--- config.mk ---
export PLATFORM = sky130hd
export DESIGN_NAME = addr_stream_reader
export DESIGN_NICKNAME = d
export VERILOG_FILES = /design/src/rtl/addr_stream_reader.sv
export SDC_FILE = /design/constraint.sdc
export NUM_CORES = 1
export LEC_CHECK = 0
export BUFFER_PORTS_ARGS = -buffer_cell sky130_fd_sc_hd__buf_2
export CORE_ASPECT_RATIO = 2
export CORE_MARGIN = 2
export CORE_UTILIZATION = 45
export CTS_CLUSTER_SIZE = 30
export DETAILED_ROUTE_END_ITERATION = 12
export PLACE_DENSITY = 0.75
export SYNTH_ARGS = -nofsm -noshare
export SYNTH_HDL_FRONTEND = slang
export SYNTH_SLANG_ARGS = --single-unit
--- constraint.sdc ---
create_clock -name clk -period 4.8 [get_ports clk]
set_clock_uncertainty 0.2 [all_clocks]
set_input_delay 0.72 -clock clk [delete_from_list [all_inputs] [get_ports clk]]
set_output_delay 0.72 -clock clk [all_outputs]
set_load 0.03 [all_outputs]
--- src/rtl/addr_stream_reader.sv ---
// Address-stream consumer: issues one memory read per accepted address and buffers the
// returning data in a credit-protected FIFO. Define ADDR_STREAM_READER_CNT_EN to add beat_cnt.
module addr_stream_reader #(
    parameter int ADDR_W   = 10,
    parameter int DATA_W   = 32,
    parameter int READ_LAT = 1,
    parameter int DEPTH    = 4
) (
    input  logic              clk,
    input  logic              rst,
    input  logic              run,
    input  logic              addr_valid,
    output logic              addr_ready,
    input  logic [ADDR_W-1:0] addr,
    input  logic              gen_done,
    output logic              mem_en,
    output logic [ADDR_W-1:0] mem_addr,
    input  logic [DATA_W-1:0] mem_rdata,
    output logic              data_valid,
    input  logic              data_ready,
    output logic [DATA_W-1:0] data,
`ifdef ADDR_STREAM_READER_CNT_EN
    output logic [ADDR_W-1:0] beat_cnt,
`endif
    output logic              done
);

    localparam int PW = $clog2(DEPTH);
    localparam int CW = PW + 1;
    localparam int OW = CW + 1;

    logic [DATA_W-1:0]   storage [DEPTH];
    logic [PW-1:0]       head_q, tail_q;
    logic [CW-1:0]       count_q, count_n;
    logic [READ_LAT-1:0] vld_q, vld_n;
    logic                seen_q, seen_n;
    logic                done_q, done_n;
    logic [OW-1:0]       inflight, inflight_n, occupied;
    logic                fire, push, pop;

    // Credits count both buffered words and reads still on their way back.
    always_comb begin
        inflight = '0;
        for (int i = 0; i < READ_LAT; i++) begin
            inflight = inflight + OW'(vld_q[i]);
        end
        occupied   = OW'(count_q) + inflight;
        addr_ready = rst && !run && (occupied < OW'(DEPTH));
        fire       = addr_valid && addr_ready;
        push       = vld_q[READ_LAT-1];
        data_valid = (count_q != '0);
        pop        = data_valid && data_ready;
    end

    assign mem_en   = fire;
    assign mem_addr = addr;
    assign data     = storage[head_q];
    assign done     = done_q;

    // done looks at the post-edge state so it rises in the same cycle the block goes empty.
    always_comb begin
        vld_n[0] = fire;
        for (int i = 1; i < READ_LAT; i++) begin
            vld_n[i] = vld_q[i-1];
        end
        inflight_n = '0;
        for (int i = 0; i < READ_LAT; i++) begin
            inflight_n = inflight_n + OW'(vld_n[i]);
        end
        count_n = count_q + CW'(push) - CW'(pop);
        seen_n  = seen_q || gen_done;
        done_n  = done_q || (seen_n && (inflight_n == '0) && (count_n == '0));
    end

    always_ff @(posedge clk) begin
        if (!rst || run) begin
            vld_q   <= '0;
            count_q <= '0;
            head_q  <= '0;
            tail_q  <= '0;
            seen_q  <= 1'b0;
            done_q  <= 1'b0;
        end else begin
            vld_q   <= vld_n;
            count_q <= count_n;
            head_q  <= head_q + PW'(pop);
            tail_q  <= tail_q + PW'(push);
            seen_q  <= seen_n;
            done_q  <= done_n;
        end
    end

    // Storage holds no control state, so it needs no reset.
    always_ff @(posedge clk) begin
        if (rst && !run && push) begin
            storage[tail_q] <= mem_rdata;
        end
    end

`ifdef ADDR_STREAM_READER_CNT_EN
    logic [ADDR_W-1:0] beat_q;

    always_ff @(posedge clk) begin
        if (!rst || run) begin
            beat_q <= '0;
        end else if (pop) begin
            beat_q <= beat_q + ADDR_W'(1);
        end
    end

    assign beat_cnt = beat_q;
`endif

endmodule

* After elaboration in Yosys (flattened, before gate mapping) *
Memories as Yosys holds them, arrays and structs flattened. A register that Yosys moved wholly into a read port is not among the register bits.
Cells that the tools add are included.

word-level totals
  bits in latches = 0
  memory bits (read-only) = 0
  register bits after elaboration = 10
  output and inout port bits = 46
  memories kept = 1
  logic and storage cells = 31
  bits in writable memories = 128
  bits of input ports = 48

memory list
  memory   words  width  read ports  clocked after memory_dff  write ports  line  RTL
  storage  4      32     1           1                         1            32    logic [DATA_W-1:0] storage [DEPTH];

operators by class
  shifts and indexed selects = 0
  multiply operators = 0
  equality and inequality tests = 0
  bitwise gates (word level) = 0
  add/subtract/negate cells = 5
  muxes and demuxes = 3
  order comparisons = 1
  div/mod/pow operators = 0
  reduce and logical (&&, ||, !) cells = 15

operators with widths
  cell                                                                           count
  1-bit logical AND                                                              7
  2-bit by 1-bit adder with 2-bit output                                         2
  3-bit by 1-bit adder with 4-bit output                                         1
  4-bit zero test                                                                1
  4-bit by 3-bit less-than comparator with 1-bit output (second input constant)  1
  3-bit by 1-bit adder with 3-bit output                                         1
  3-bit zero test                                                                1
  1-bit logical OR                                                               3
  3-bit nonzero test                                                             1
  3-bit by 1-bit subtractor with 3-bit output                                    1
  1-bit zero test                                                                2
  1-bit 2-to-1 mux                                                               2
  2-bit 2-to-1 mux                                                               1

* Depth between registers and ports, before layout *
  depth in word-level cells = 8
  depth in mapped cells = 9
  gate-level depth less buffers = 9

* Least setup slack after synthesis *
OpenSTA, ideal clock, no wires.

  kind = input-to-reg
  start = input rst
  end = memory storage[1][0], enable pin
  data arrival time = 3.498 ns
  required time = 4.132 ns
  stages = 3
  path slack = 0.635 ns
  library setup time = 0.468 ns
  cell sequence = nor2b_1 > nand2_1 > nor3b_1

on the way
  cells in the longest elaborated chain, start to end = 4

ends and longest elaborated chain
  what                                    line  RTL
  start, declared                         10    input logic rst,
  1-bit logical AND (2 in series)         95    if (rst && !run && push) begin
  1-bit 2-to-1 mux                        95
  1-bit 2-to-1 mux (not written as such)  96    storage[tail_q] <= mem_rdata;
  end, declared                           32

Every way passes these cells.

==> run_results.csv <==
group,metric,value,unit
yosys,seq_area_frac_synth,77.4,%
timing,tightestPinTransition,0.896,ns
clock_network,cts.sinks,138,
yosys,synth_ff_type,"edfxtp_1",
yosys,syn_area,5230,um2
power,vdd_ir_drop_max,307,uV
clock_network,cts_resized,0,
placement,post-place-ws,1.86,ns
worst_setup_path,arrival,2.38,ns
worst_setup_path,cp.required,3.88,ns
clock_network,cts_buffer_depth,2,
routing,ant_nets,0,
grt,grt_overflow,0,
timing,relSlewSlack,40.3,%
clock_network,h-tree-depth,4,
finish,n_antenna_cell,0,
timing,finalMaxSlewViolations,0,
finish,regArea,4050,um2
finish,stdcell_area,6300,um2
routing,wl_per_cell,19.2,um
yosys,yosys-top-cells-area,"edfxtp_1 74%, mux4_2 12%, dfxtp_1 3.8%",
power,power_density,437,nW/um2
worst_setup_path,crit_type,"flop to primary output",
die,core,11300,um2
timing,rsz0062_at_grt,"false",
clock_network,path_clk_slew,0.06,ns
timing,fin_crit,3.30,ns
worst_setup_path,cp-start-kind,"flop",
clock_network,postCtsSetupBuffers,0,
die,fp.dieH,156,um
clock_network,holdBufCountCts,0,
yosys,synth_top_cell_area_share,73.6,%
yosys,syn_nets,282,
power,power_leakage,2.14,nW
yosys,yosys.cell_types.count,28,
grt,grt_pass1_vias,2634,
routing,drt_iter0_drc,151,
routing,dr.pass1.iters,5,
min_path,min_path_type,"flop to flop",
placement,placed_cell_area,5670,um2
yosys,yosys.area.top_type,"edfxtp_1",
timing,timing.final.crit_share,68.7,%
yosys,synthCells,230,
finish,finish.utilization,55.8,%
yosys,syn_avg_cell_area,22.7,um2
placement,portBuffers,73,
routing,drt-vias-per-instance,5.32,
yosys,synth_most_common_cell,"edfxtp_1",
run_status,status,"complete, no violations",
finish,fillers,901,
yosys,ys.warnings.count,0,
finish,area_delta_synth_final,20.5,%
finish,final_cells,466,
die,ios,94,
clock_network,numCtsBuffers,17,
yosys,ys_ff_latch,138,
routing,wirelength,8.94,mm
yosys,synth_commonest_cells,"128 x edfxtp_1, 28 x mux4_2, 11 x nor2_1",
clock_network,clock_latency,0.41,ns
die,dieArea,12500,um2
routing,drc,0,
finish,nets,363,
grt,grt_use_total,15.5,%
yosys,synth-edff-count,128,
grt,antenna_found_initial,1,
finish,drive_gt1_share,44.8,%
grt,grt_pass1_wl,13.9,mm
placement,dp_hpwl,5.75,mm
grt,grt_max_degree,34,
yosys,ys_async_sr_fraction,0,%
routing,num_vias,2481,
timing,fmax,0.303,GHz
timing,post-route-worst-setup-slack,1.50,ns
finish,multi_input_area,1020,um2
placement,placed_cells,434,
timing,finalSetupViolations,0,
die,die_x,80.2,um
clock_network,cts_root_buf,"clkbuf_16",
timing,setup_tns,0,ns
worst_setup_path,crit_path_end_kind,"primary output",
clock_network,cts_tree,"yes",
placement,gp_congestion,0.674,
die,num_rows,55,
worst_setup_path,cp_max_fo,21,
job,cap_viol_max_count,0,
timing,hold_viol_final,0,
die,start_util,46.3,%
[sequential cells by signal, indices dropped and copies added, names as in the netlist]
register,count
done,1
tail_q,2
seen_q,1
push,1
storage,128
head_q,2
count_q,3
[per-layer routing]
metal | vias to the layer above | track usage, % | wire, um
met5 | - | 0 | 14
met4 | 2 | 6.78 | 186
met3 | 18 | 5.59 | 478
met2 | 76 | 26.7 | 5070
met1 | 1285 | 16.8 | 3200
li1 | 1100 | - | -
[power by group]
group	internal (mW)	switching, mW	leakage [nW]
Clock	0.869	0.479	0.293
Combinational	0.0309	0.0455	0.615
Sequential	1.32	0.00519	1.23
[worst paths after layout]
path / startpoint / endpoint / slack [ns] / cells past startpoint
max reg2reg: count_q[1]$_SDFF_PP0_ / done$_SDFF_PP0_ / 2.38 / 9
min reg2reg: done$_SDFF_PP0_ / done$_SDFF_PP0_ / 0.28 / 2
min: done$_SDFF_PP0_ / done$_SDFF_PP0_ / 0.28 / 2
max: head_q[0]$_SDFF_PP0_ / data[17] / 1.50 / 3
[metrics by stage]
step / hold slack (ns) / power (mW)
2_1_floorplan: 0.248 / 1.41
3_3_place_gp: 0.239 / 1.42
3_5_place_dp: 0.269 / 1.43
4_1_cts: 0.280 / 2.77
5_1_grt: 0.305 / 2.83
6_report: 0.280 / 2.75
[cell families after synthesis]
logic type / count (synthesis) / share of synthesized area, %
xor+xnor: 5 / 0.838
buf+inv: 20 / 3.30
simple gates: 28 / 2.85
compound gates: 3 / 0.431
flops: 138 / 77.4
fa+ha+maj: 4 / 1.10
mux: 32 / 14.1
[critical path, cell delays in order (launching register included)]
cell	delay, ns
dfxtp_2	0.79
buf_4	0.41
mux4_2	0.56
buf_2	0.20
[cell type report]
class / instances / share of cell area, %
Clock inverter: 15 / 3.14
Timing Repair Buffer: 80 / 6.64
Multi-Input combinational cell: 72 / 16.3
Tap cell: 142 / 2.82
Inverter: 2 / 0.119
Sequential cell: 138 / 64.3
Clock buffer: 17 / 6.76
[placed cells by master, fill, tap and decap left out]
cell        count
nor2b_1         1
xnor2_1         3
bufinv_16       4
clkinvlp_4      3
buf_2          73
mux4_2         28
clkbuf_16      17
dfxtp_2         2
a21oi_1         1
nor3_1          1
nand4b_1        1
mux4_1          4
dfxtp_1         8
and4_2          1
nor3_2          1
nor2_1         11
nor3b_2         2
nand2b_1        1
xor2_1          2
a211oi_2        1
and4_1          1
buf_4           7
nand3_1         1
clkinv_4        2
o21ai_1         1
edfxtp_1      128
inv_1           2
and2_1          2
inv_6           3
fa_1            1
nand2_1         4
ha_1            3
clkinv_1        3
or3_4           1
(Power assumes the default switching activity.)
